$ cat config.mk
export PLATFORM = sky130hd
export DESIGN_NAME = md_div_sched_flat
export DESIGN_NICKNAME = d
export VERILOG_FILES = /design/src/rtl/md_div_sched_pkg.sv /design/src/rtl/md_div_sched_if.sv /design/src/rtl/md_div_sched_div_core.sv /design/src/rtl/md_div_sched.sv /design/src/flat_wrapper.sv
export SDC_FILE = /design/constraint.sdc
export NUM_CORES = 1
export LEC_CHECK = 0
export ABC_AREA = 1
export BUFFER_PORTS_ARGS = -buffer_cell sky130_fd_sc_hd__buf_4
export CORE_ASPECT_RATIO = 0.5
export CORE_MARGIN = 2
export CORE_UTILIZATION = 60
export DETAILED_ROUTE_END_ITERATION = 8
export HOLD_SLACK_MARGIN = 0.15
export PLACE_DENSITY = 0.82
export SLEW_MARGIN = 10
export SYNTH_ARGS = -nofsm -noshare
export SYNTH_HDL_FRONTEND = slang
export SYNTH_HIERARCHICAL = 1
export SYNTH_SLANG_ARGS = --single-unit
$ cat constraint.sdc
create_clock -name clk -period 3.93 [get_ports clk]
set_clock_uncertainty 0.05 [all_clocks]
set_input_delay 0.5895 -clock clk [delete_from_list [all_inputs] [get_ports clk]]
set_output_delay 0.5895 -clock clk [all_outputs]
set_load 0.02 [all_outputs]
$ cat src/rtl/md_div_sched_pkg.sv
// Shared types, constants and helpers for the dual-lane divide scheduler.
package md_div_sched_pkg;

  localparam int DIV_CYCLES_DEF = 32;

  typedef enum logic [1:0] {
    ST_IDLE = 2'd0,
    ST_CALC = 2'd1,
    ST_DONE = 2'd2
  } state_t;

  localparam logic LANE1 = 1'b0;
  localparam logic LANE2 = 1'b1;

  typedef struct packed {
    logic        sgn;
    logic [31:0] a;
    logic [31:0] b;
  } div_op_t;

  // Absolute value when the operation is signed; raw operand otherwise.
  function automatic logic [31:0] mag(input logic sgn, input logic [31:0] v);
    return (sgn && v[31]) ? (32'd0 - v) : v;
  endfunction

endpackage

$ cat src/rtl/md_div_sched_if.sv
// Issue-side request lanes and result/stall bundle of the divide scheduler.
interface md_div_sched_if;
  logic        flush;
  logic        req_i1;
  logic        signed_i1;
  logic [31:0] opa_i1;
  logic [31:0] opb_i1;
  logic        req_i2;
  logic        signed_i2;
  logic [31:0] opa_i2;
  logic [31:0] opb_i2;
  logic        stallreq_for_div;
  logic        res_valid;
  logic        res_lane;
  logic [31:0] res_hi;
  logic [31:0] res_lo;

  modport master (
    output flush, req_i1, signed_i1, opa_i1, opb_i1,
    output req_i2, signed_i2, opa_i2, opb_i2,
    input  stallreq_for_div, res_valid, res_lane, res_hi, res_lo
  );

  modport slave (
    input  flush, req_i1, signed_i1, opa_i1, opb_i1,
    input  req_i2, signed_i2, opa_i2, opb_i2,
    output stallreq_for_div, res_valid, res_lane, res_hi, res_lo
  );
endinterface

$ cat src/rtl/md_div_sched_div_core.sv
// Restoring shift-subtract divider on 32-bit magnitudes, DIV_CYCLES steps after start.
// done is high during the final step; quo/rem carry that step's result, no backpressure.
module div_core
  import md_div_sched_pkg::*;
#(
  parameter int DIV_CYCLES = DIV_CYCLES_DEF
) (
  input  logic        clk,
  input  logic        rst,
  input  logic        abort,
  input  logic        start,
  input  logic [31:0] dividend,
  input  logic [31:0] divisor,
  output logic        busy,
  output logic        done,
  output logic [31:0] quo,
  output logic [31:0] rem
);

  localparam int CW = $clog2(DIV_CYCLES + 1);

  logic [CW-1:0] cnt;
  logic [31:0]   quo_r;
  logic [31:0]   rem_r;
  logic [31:0]   dvs_r;
  logic [32:0]   rem_sh;
  logic          ge;

  // A zero divisor always subtracts, giving an all-ones quotient and rem = dividend.
  always_comb begin
    rem_sh = {rem_r, quo_r[31]};
    ge     = rem_sh >= {1'b0, dvs_r};
    quo    = {quo_r[30:0], ge};
    rem    = ge ? (rem_sh[31:0] - dvs_r) : rem_sh[31:0];
  end

  assign done = busy && (cnt == CW'(1));

  always_ff @(posedge clk) begin
    if (rst || abort) begin
      busy  <= 1'b0;
      cnt   <= '0;
      quo_r <= '0;
      rem_r <= '0;
      dvs_r <= '0;
    end else if (start) begin
      busy  <= 1'b1;
      cnt   <= CW'(DIV_CYCLES);
      quo_r <= dividend;
      rem_r <= '0;
      dvs_r <= divisor;
    end else if (busy) begin
      quo_r <= quo;
      rem_r <= rem;
      cnt   <= cnt - CW'(1);
      if (done) busy <= 1'b0;
    end
  end

endmodule

$ cat src/rtl/md_div_sched.sv
// Two-lane divide scheduler: lane 1 wins, a simultaneous lane-2 request is queued behind it.
// Result strobes DIV_CYCLES+1 cycles after accept; stallreq_for_div holds issue meanwhile.
module md_div_sched
  import md_div_sched_pkg::*;
#(
  parameter int DIV_CYCLES = DIV_CYCLES_DEF
) (
  input logic         clk,
  input logic         rst,
  md_div_sched_if.slave bus
);

  state_t      state;
  logic        pend;
  div_op_t     pend_op;
  logic        cur_lane;
  logic        cur_neg_q;
  logic        cur_neg_r;
  logic        res_valid_q;
  logic        res_lane_q;
  logic [31:0] res_hi_q;
  logic [31:0] res_lo_q;

  div_op_t     op1;
  div_op_t     op2;
  div_op_t     op_sel;
  logic        accept;
  logic        relaunch;
  logic        launch;
  logic        lane_sel;

  logic        core_busy;
  logic        core_done;
  logic [31:0] core_quo;
  logic [31:0] core_rem;

  always_comb begin
    op1      = '{sgn: bus.signed_i1, a: bus.opa_i1, b: bus.opb_i1};
    op2      = '{sgn: bus.signed_i2, a: bus.opa_i2, b: bus.opb_i2};
    accept   = !rst && (state == ST_IDLE) && (bus.req_i1 || bus.req_i2) && !bus.flush;
    relaunch = !rst && (state == ST_DONE) && pend && !bus.flush;
    launch   = accept || relaunch;
    op_sel   = relaunch ? pend_op : (bus.req_i1 ? op1 : op2);
    lane_sel = relaunch ? LANE2 : (bus.req_i1 ? LANE1 : LANE2);
  end

  div_core #(.DIV_CYCLES(DIV_CYCLES)) u_core (
    .clk      (clk),
    .rst      (rst),
    .abort    (bus.flush),
    .start    (launch),
    .dividend (mag(op_sel.sgn, op_sel.a)),
    .divisor  (mag(op_sel.sgn, op_sel.b)),
    .busy     (core_busy),
    .done     (core_done),
    .quo      (core_quo),
    .rem      (core_rem)
  );

  assign bus.stallreq_for_div = accept || core_busy || ((state == ST_DONE) && pend);
  assign bus.res_valid        = res_valid_q;
  assign bus.res_lane         = res_lane_q;
  assign bus.res_hi           = res_hi_q;
  assign bus.res_lo           = res_lo_q;

  always_ff @(posedge clk) begin
    if (rst) begin
      state       <= ST_IDLE;
      pend        <= 1'b0;
      pend_op     <= '0;
      cur_lane    <= LANE1;
      cur_neg_q   <= 1'b0;
      cur_neg_r   <= 1'b0;
      res_valid_q <= 1'b0;
      res_lane_q  <= 1'b0;
      res_hi_q    <= '0;
      res_lo_q    <= '0;
    end else begin
      res_valid_q <= 1'b0;
      res_lane_q  <= 1'b0;
      res_hi_q    <= '0;
      res_lo_q    <= '0;
      if (launch) begin
        cur_lane  <= lane_sel;
        // Divide-by-zero keeps the raw all-ones quotient regardless of sign.
        cur_neg_q <= op_sel.sgn && (op_sel.a[31] ^ op_sel.b[31]) && (op_sel.b != 32'd0);
        cur_neg_r <= op_sel.sgn && op_sel.a[31];
      end
      if (bus.flush) begin
        state <= ST_IDLE;
        pend  <= 1'b0;
      end else begin
        case (state)
          ST_IDLE: if (accept) begin
            state   <= ST_CALC;
            pend    <= bus.req_i1 && bus.req_i2;
            pend_op <= op2;
          end
          ST_CALC: if (core_done) begin
            state       <= ST_DONE;
            res_valid_q <= 1'b1;
            res_lane_q  <= cur_lane;
            res_lo_q    <= cur_neg_q ? (32'd0 - core_quo) : core_quo;
            res_hi_q    <= cur_neg_r ? (32'd0 - core_rem) : core_rem;
          end
          ST_DONE: begin
            pend  <= 1'b0;
            state <= pend ? ST_CALC : ST_IDLE;
          end
          default: state <= ST_IDLE;
        endcase
      end
    end
  end

endmodule

$ cat src/flat_wrapper.sv
// flat-port wrapper written by rule: the top's interface ports become plain ports
module md_div_sched_flat import md_div_sched_pkg::*;
#(
  parameter int DIV_CYCLES = DIV_CYCLES_DEF
)
  (clk, rst, bus_flush, bus_req_i1, bus_signed_i1, bus_opa_i1, bus_opb_i1, bus_req_i2, bus_signed_i2, bus_opa_i2, bus_opb_i2, bus_stallreq_for_div, bus_res_valid, bus_res_lane, bus_res_hi, bus_res_lo);
  md_div_sched_if bus_i ();
  input logic clk;
  input logic rst;
  input wire logic [$bits(bus_i.flush)-1:0] bus_flush;
  input wire logic [$bits(bus_i.req_i1)-1:0] bus_req_i1;
  input wire logic [$bits(bus_i.signed_i1)-1:0] bus_signed_i1;
  input wire logic [$bits(bus_i.opa_i1)-1:0] bus_opa_i1;
  input wire logic [$bits(bus_i.opb_i1)-1:0] bus_opb_i1;
  input wire logic [$bits(bus_i.req_i2)-1:0] bus_req_i2;
  input wire logic [$bits(bus_i.signed_i2)-1:0] bus_signed_i2;
  input wire logic [$bits(bus_i.opa_i2)-1:0] bus_opa_i2;
  input wire logic [$bits(bus_i.opb_i2)-1:0] bus_opb_i2;
  output wire logic [$bits(bus_i.stallreq_for_div)-1:0] bus_stallreq_for_div;
  output wire logic [$bits(bus_i.res_valid)-1:0] bus_res_valid;
  output wire logic [$bits(bus_i.res_lane)-1:0] bus_res_lane;
  output wire logic [$bits(bus_i.res_hi)-1:0] bus_res_hi;
  output wire logic [$bits(bus_i.res_lo)-1:0] bus_res_lo;
  assign bus_i.flush = bus_flush;
  assign bus_i.req_i1 = bus_req_i1;
  assign bus_i.signed_i1 = bus_signed_i1;
  assign bus_i.opa_i1 = bus_opa_i1;
  assign bus_i.opb_i1 = bus_opb_i1;
  assign bus_i.req_i2 = bus_req_i2;
  assign bus_i.signed_i2 = bus_signed_i2;
  assign bus_i.opa_i2 = bus_opa_i2;
  assign bus_i.opb_i2 = bus_opb_i2;
  assign bus_stallreq_for_div = bus_i.stallreq_for_div;
  assign bus_res_valid = bus_i.res_valid;
  assign bus_res_lane = bus_i.res_lane;
  assign bus_res_hi = bus_i.res_hi;
  assign bus_res_lo = bus_i.res_lo;
  md_div_sched #(.DIV_CYCLES(DIV_CYCLES)) u_core (.clk(clk), .rst(rst), .bus(bus_i));
endmodule
Word level (Yosys, flattened, before mapping)
Cells that the tools add are included.

Output and inout bits: 67. Flip-flop bits (word level): 240. Bits of input ports: 135.

Order comparisons: 1. Muxes and demuxes: 23. Reductions and logical operators: 31. Eq/ne operators: 5. Add/subtract/negate cells: 6. Bitwise logic cells: 4.

Operator list (count): 32-bit two-way mux (7); 65-bit two-way mux (2); 1-bit by 32-bit subtractor with 32-bit output, first input constant (4); 33-bit by 32-bit >= comparator with 1-bit output (1); 32-bit nonzero test (1); 32-bit subtractor (1); 1-bit logical AND (13); 6-bit two-way mux (2); 1-bit two-way mux (8); 6-bit by 1-bit equality test with 1-bit output, second input constant (1); 2-bit one-hot mux with 3 select lines (1); 6-bit by 1-bit subtractor with 6-bit output, second input constant (1); 1-bit logical OR (5); 2-bit two-way mux (2); 2-bit by 1-bit != test with 1-bit output, second input constant (2); 2-bit AND reduction (2); 2-bit nonzero test (2); 2-bit OR reduction (2); 4-bit OR reduction (1); 1-bit inverter (3); 3-bit AND reduction (1); 3-bit OR reduction (1); 2-bit by 1-bit equality test with 1-bit output, second input constant (1); 2-bit equality test, second input constant (1); other kinds (4) (5).

Longest topological paths before layout
Depth in word-level cells: 8. Mapped depth: 30. Mapped depth without buffers: 27.

Modules after synthesis
The synthesis kept the hierarchy.

Modules (own cells, without submodules): md_div_sched (times used 1, seq. area each 2742.6 µm², cells each 1724, area an instance 9937.0 µm²); div_core (times used 1, seq. area each 2062.0 µm², cells each 1175, area an instance 7432.1 µm²).

Worst setup path before layout
OpenSTA, ideal clock, no wires.

Path kind: register -> register. From: register u_core.u_core.rem_r[2]. To: register u_core.res_lo_q[30] (netlist: u_core/bus.res_lo[30]). Library setup time: 0.113 ns. Clock period less this slack: 3.304 ns. Arrival: 3.142 ns. Required time: 3.767 ns. Cell stages (with the launch flop): 28. Slack: 0.626 ns. Buffers on the path: 2. Cells stage by stage: dfxtp_1 -> ha_1 -> nand2_2 -> inv_1 -> nand2_1 -> nand2_1 -> nand2_1 -> nand3_2 -> nand2_2 -> nand2_4 -> nand2_4 -> nand2_8 -> buf_12 -> buf_4 -> inv_1 -> ha_1 -> inv_1 -> nor3_1 -> inv_1 -> nor2_1 -> nand2_1 -> inv_1 -> nand2_1 -> nand2_1 -> nand2_1 -> or2_2 -> nor2_1 -> nor2_1.

Cells in the longest elaborated chain, start to end: 3.

RTL lines: from (decl) (RTL line md_div_sched_div_core.sv:24) `logic [31:0] rem_r;`; from (signal assigned) (RTL line md_div_sched_div_core.sv:54) `rem_r <= rem;`; 33-bit by 32-bit >= comparator with 1-bit output (RTL line md_div_sched_div_core.sv:32) `ge = rem_sh >= {1'b0, dvs_r};`; via u_core.u_core.ge (RTL line md_div_sched_div_core.sv:27) `logic ge;`; 1-bit by 32-bit subtractor with 32-bit output (RTL line md_div_sched.sv:103) `res_lo_q <= cur_neg_q ? (32'd0 - core_quo) : core_quo;`; 32-bit two-way mux (RTL line md_div_sched.sv:103); to (signal assigned) (RTL line md_div_sched.sv:103); to (decl) (RTL line md_div_sched.sv:22) `logic [31:0] res_lo_q;`.

The timed path passes the listed nets, and every way through them passes these cells. A chain may end at the register's enable or synchronous reset.

Worst setup path in the final report
From: register u_core.u_core.rem_r[2]. To: register u_core.res_lo_q[30] (netlist: u_core/bus.res_lo[30]).

Cells in the longest elaborated chain, start to end: 3.

RTL lines: 33-bit by 32-bit >= comparator with 1-bit output (RTL line md_div_sched_div_core.sv:32); via u_core.core_quo[0] (RTL line md_div_sched.sv:34) `logic [31:0] core_quo;`; 1-bit by 32-bit subtractor with 32-bit output (RTL line md_div_sched.sv:103); 32-bit two-way mux (RTL line md_div_sched.sv:103).

The timed path passes the listed nets, and every way through them passes these cells.

==> results.md <==
- Hold wc startpoint: bus_flush
- Worst skew pair latency: between 0.5 and 0.6 ns
- Max Cap Viol: 0
- Final Hold Viols: 0
- CP max stage delay: 0.40 ns
- Layout cells sized above 1: 0.129
- Hold crit path type: in -> reg
- Io pins: 202
- Synth cell types: 52
- Vias per inst: approximately 5.5
- Final ANT Viol Nets: 0
- Synthesized cell area: between 15,000 and 20,000 µm²
- Synth Area in Compound Gates: 0.150
- Worst R2R Start: u_core/u_core/rem_r[2]
- Xor-xnor portion of the synthesized cell area: 0.0257
- Worst Path Class, Setup: reg -> reg
- Clk buf depth: 3
- Ys async rst share: 0
- # hold bufs at CTS: 0
- Final Instance Area: around 20,000 µm²
- Vias in the first global route: between 15,000 and 20,000
- Clock-pin slew on the worst setup and hold paths: 0.07 ns
- Synth area leader: dfxtp_1
- Maximum fanout along the worst path: 10
- Port bufs: between 200 and 250
- Most used cell, CP: nand2_1
- Commonest non-fill, non-tap cells in the layout: 755 x nand2_1, 436 x inv_1, 342 x nor2_1
- Cells after DPL: approximately 3,400
- Top post-synthesis cells by area: dfxtp_1 28%, nand2_1 16%, inv_1 9.5%
- RSZ-0062 raised after global routing: false
- WP data arrival: just over 4 ns
- Flops & latches, synth: 240
- Post-CTS Setup Bufs: 0
- TritonCTS Buffers: 24
- Synth Warn #: 6
- Final nets: between 3,000 and 4,000
- Rows: between 40 and 50
- DRT iter0 DRCs: about 1,800
- Relative slew margins: 0.317
- Synth-to-layout area growth: 12.9%
- CTS tree: built
- Syn nets: about 3,100
- Remaining Overflow, GRT: 0
- Finished Layout Cells: roughly 3,400
- Cells after synthesis: about 2,900
- Worst path slowest cell: ha_1
- Per-cell routed wire length: 16.1 µm
- Lkg Pwr: slightly below 0.01 µW
- Antenna violations before repair: 1
- Worst-Margin Slew: between 1 and 1.5 ns
- Power per cell area: approximately 380 nW/µm²
- Largest family of logic cells by synthesized area: simple AND/OR/NAND/NOR gates
- H-tree depth: 1
- Max VDD drop: approximately 0.33 mV
- Setup violators final: 0
- Avg Inst Size Synth: between 5 and 6 µm²
- Die ar.: around 30,000 µm²
- Fmax: about 270 MHz
- Die Y: approximately 120 µm
- Most common cell after layout, fill and taps aside: nand2_1
- Post-synth top flop: dfxtp_1
- Antenna diodes: 0
- Vias: approximately 19,000
- Detailed placer's ending HPWL: 41.4 mm
- Core area: approximately 28,000 µm²
- Largest net degree at the start of global routing: between 100 and 150
- Simple-Gate Fraction of Synth Area: 0.367
- Clk sinks: 240
- Worst Hold Slack: between 0.2 and 0.25 ns
- Max Slew Vio Count: 0
- Outcome: finished clean
- Final period util: 0.934
- Post-synthesis mux area share: 0
- Tmin final: between 3 and 4 ns
- Critical Path Source Type: flop
- Adder-cell share of the synthesized area: 0.0285
- Global-route wire length before repair: 87.3 mm
- Clk root buf: clkbuf_16
- Crit path capture type: flop
- CP Launch Point: u_core/u_core/rem_r[2]
- DRC violations left: 0
- Final Wtd Congestion: 1.01
- Post-route setup TNS: 0 ns
- WL final: 54.8 mm
- Register area share after synthesis: 0.277
- Synth top area share: 0.277
- Crit path max-delay family: simple AND/OR/NAND/NOR gates
- Gr usage total: 0.353
- Post-synth EDFFs: 0
- Buf/Inv on CP: 5
- Dpl cell area: between 15,000 and 20,000 µm²
- Starting Density: 0.618
- Worst endpoint required time: 4.35 ns
- DR pass1 iterations: 7
- Die width: approximately 240 µm
cell families (layout without fill, tap and decap cells):
family                     after synthesis  in the layout
adders and majority gates               39             39
and+or+nand+nor                       1469           1469
xor gates and xnor gates                51             51
AOI/OAI and AO/OA                      485            485
buffers and inverters                  615            734
DFF                                    240            240
sequential cells by signal, summed over array words and instances, names as in the netlist, 2 cells and up:
register             cells
u_core/pend_op          65
u_core/bus.res_hi       32
u_core/bus.res_lo       32
u_core/u_core/dvs_r     32
u_core/u_core/quo_r     32
u_core/u_core/rem_r     32
u_core/u_core/cnt        6
u_core/state             2
worst paths after layout:
kind / slack [ns] / cells after the start / endpoint
setup reg to reg: 0.26 / 26 / u_core/bus.res_lo[30]
setup / recovery: 0.26 / 26 / u_core/bus.res_lo[30]
hold / removal: 0.23 / 2 / u_core/pend
hold reg to reg: 0.41 / 2 / u_core/pend_op[31]
stage by stage:
step	power, µW	setup slack (ns)	util
final	7450	0.261	0.699
after global routing	7870	0.000658	0.699
after CTS	7420	0.225	0.697
after detailed placement	4860	0.353	0.667
after global placement	4840	0.357	0.667
after floorplan	4290	0.626	-
cell type report:
class                      instances  area (µm²)
clock buffer                      30         674
clock inverter                    14         190
fill                            2582        8470
inverter                         455        1710
multi-input combinational       2044        9980
sequential                       240        4810
tap                              382         478
timing repair buffer             235        1780
synth_stat cells (all sizes together) (5+ instances only):
| cell | n |
|---|---|
| or2 | 5 |
| o221ai | 29 |
| inv | 452 |
| nor3 | 38 |
| xor2 | 36 |
| nor2 | 358 |
| buf | 92 |
| nand2 | 790 |
| ha | 38 |
| and2 | 10 |
| xnor2 | 15 |
| and3 | 6 |
| clkbuf | 68 |
| o21ai | 259 |
| nand3 | 167 |
| dfxtp | 240 |
| nand4 | 76 |
| nand3b | 15 |
| a21oi | 176 |
repair_timing:
item,CTS,global route
gates resized for setup,0,10
endpoints found under the setup margin,0,10
hold endpoints to repair,0,0
routing by layer:
layer  vias up  part of all wire  global-route usage  wire length (µm)
met2       835              0.43               0.549             23600
met1      8319              0.44               0.486             24400
met3       138             0.086              0.0713              4700
met4         2             0.039               0.125              2140
met5         -           0.00026                   0                14
li1       9366                 -                   -                 -
power breakdown:
part           switching, µW  leakage [µW]  total [µW]  internal [µW]
logic                   1600       0.00748        2330            728
registers               56.0       0.00195        2560           2510
clock network           1070      0.000422        2560           1490
No activity file was read; power rests on OpenSTA's default activity.
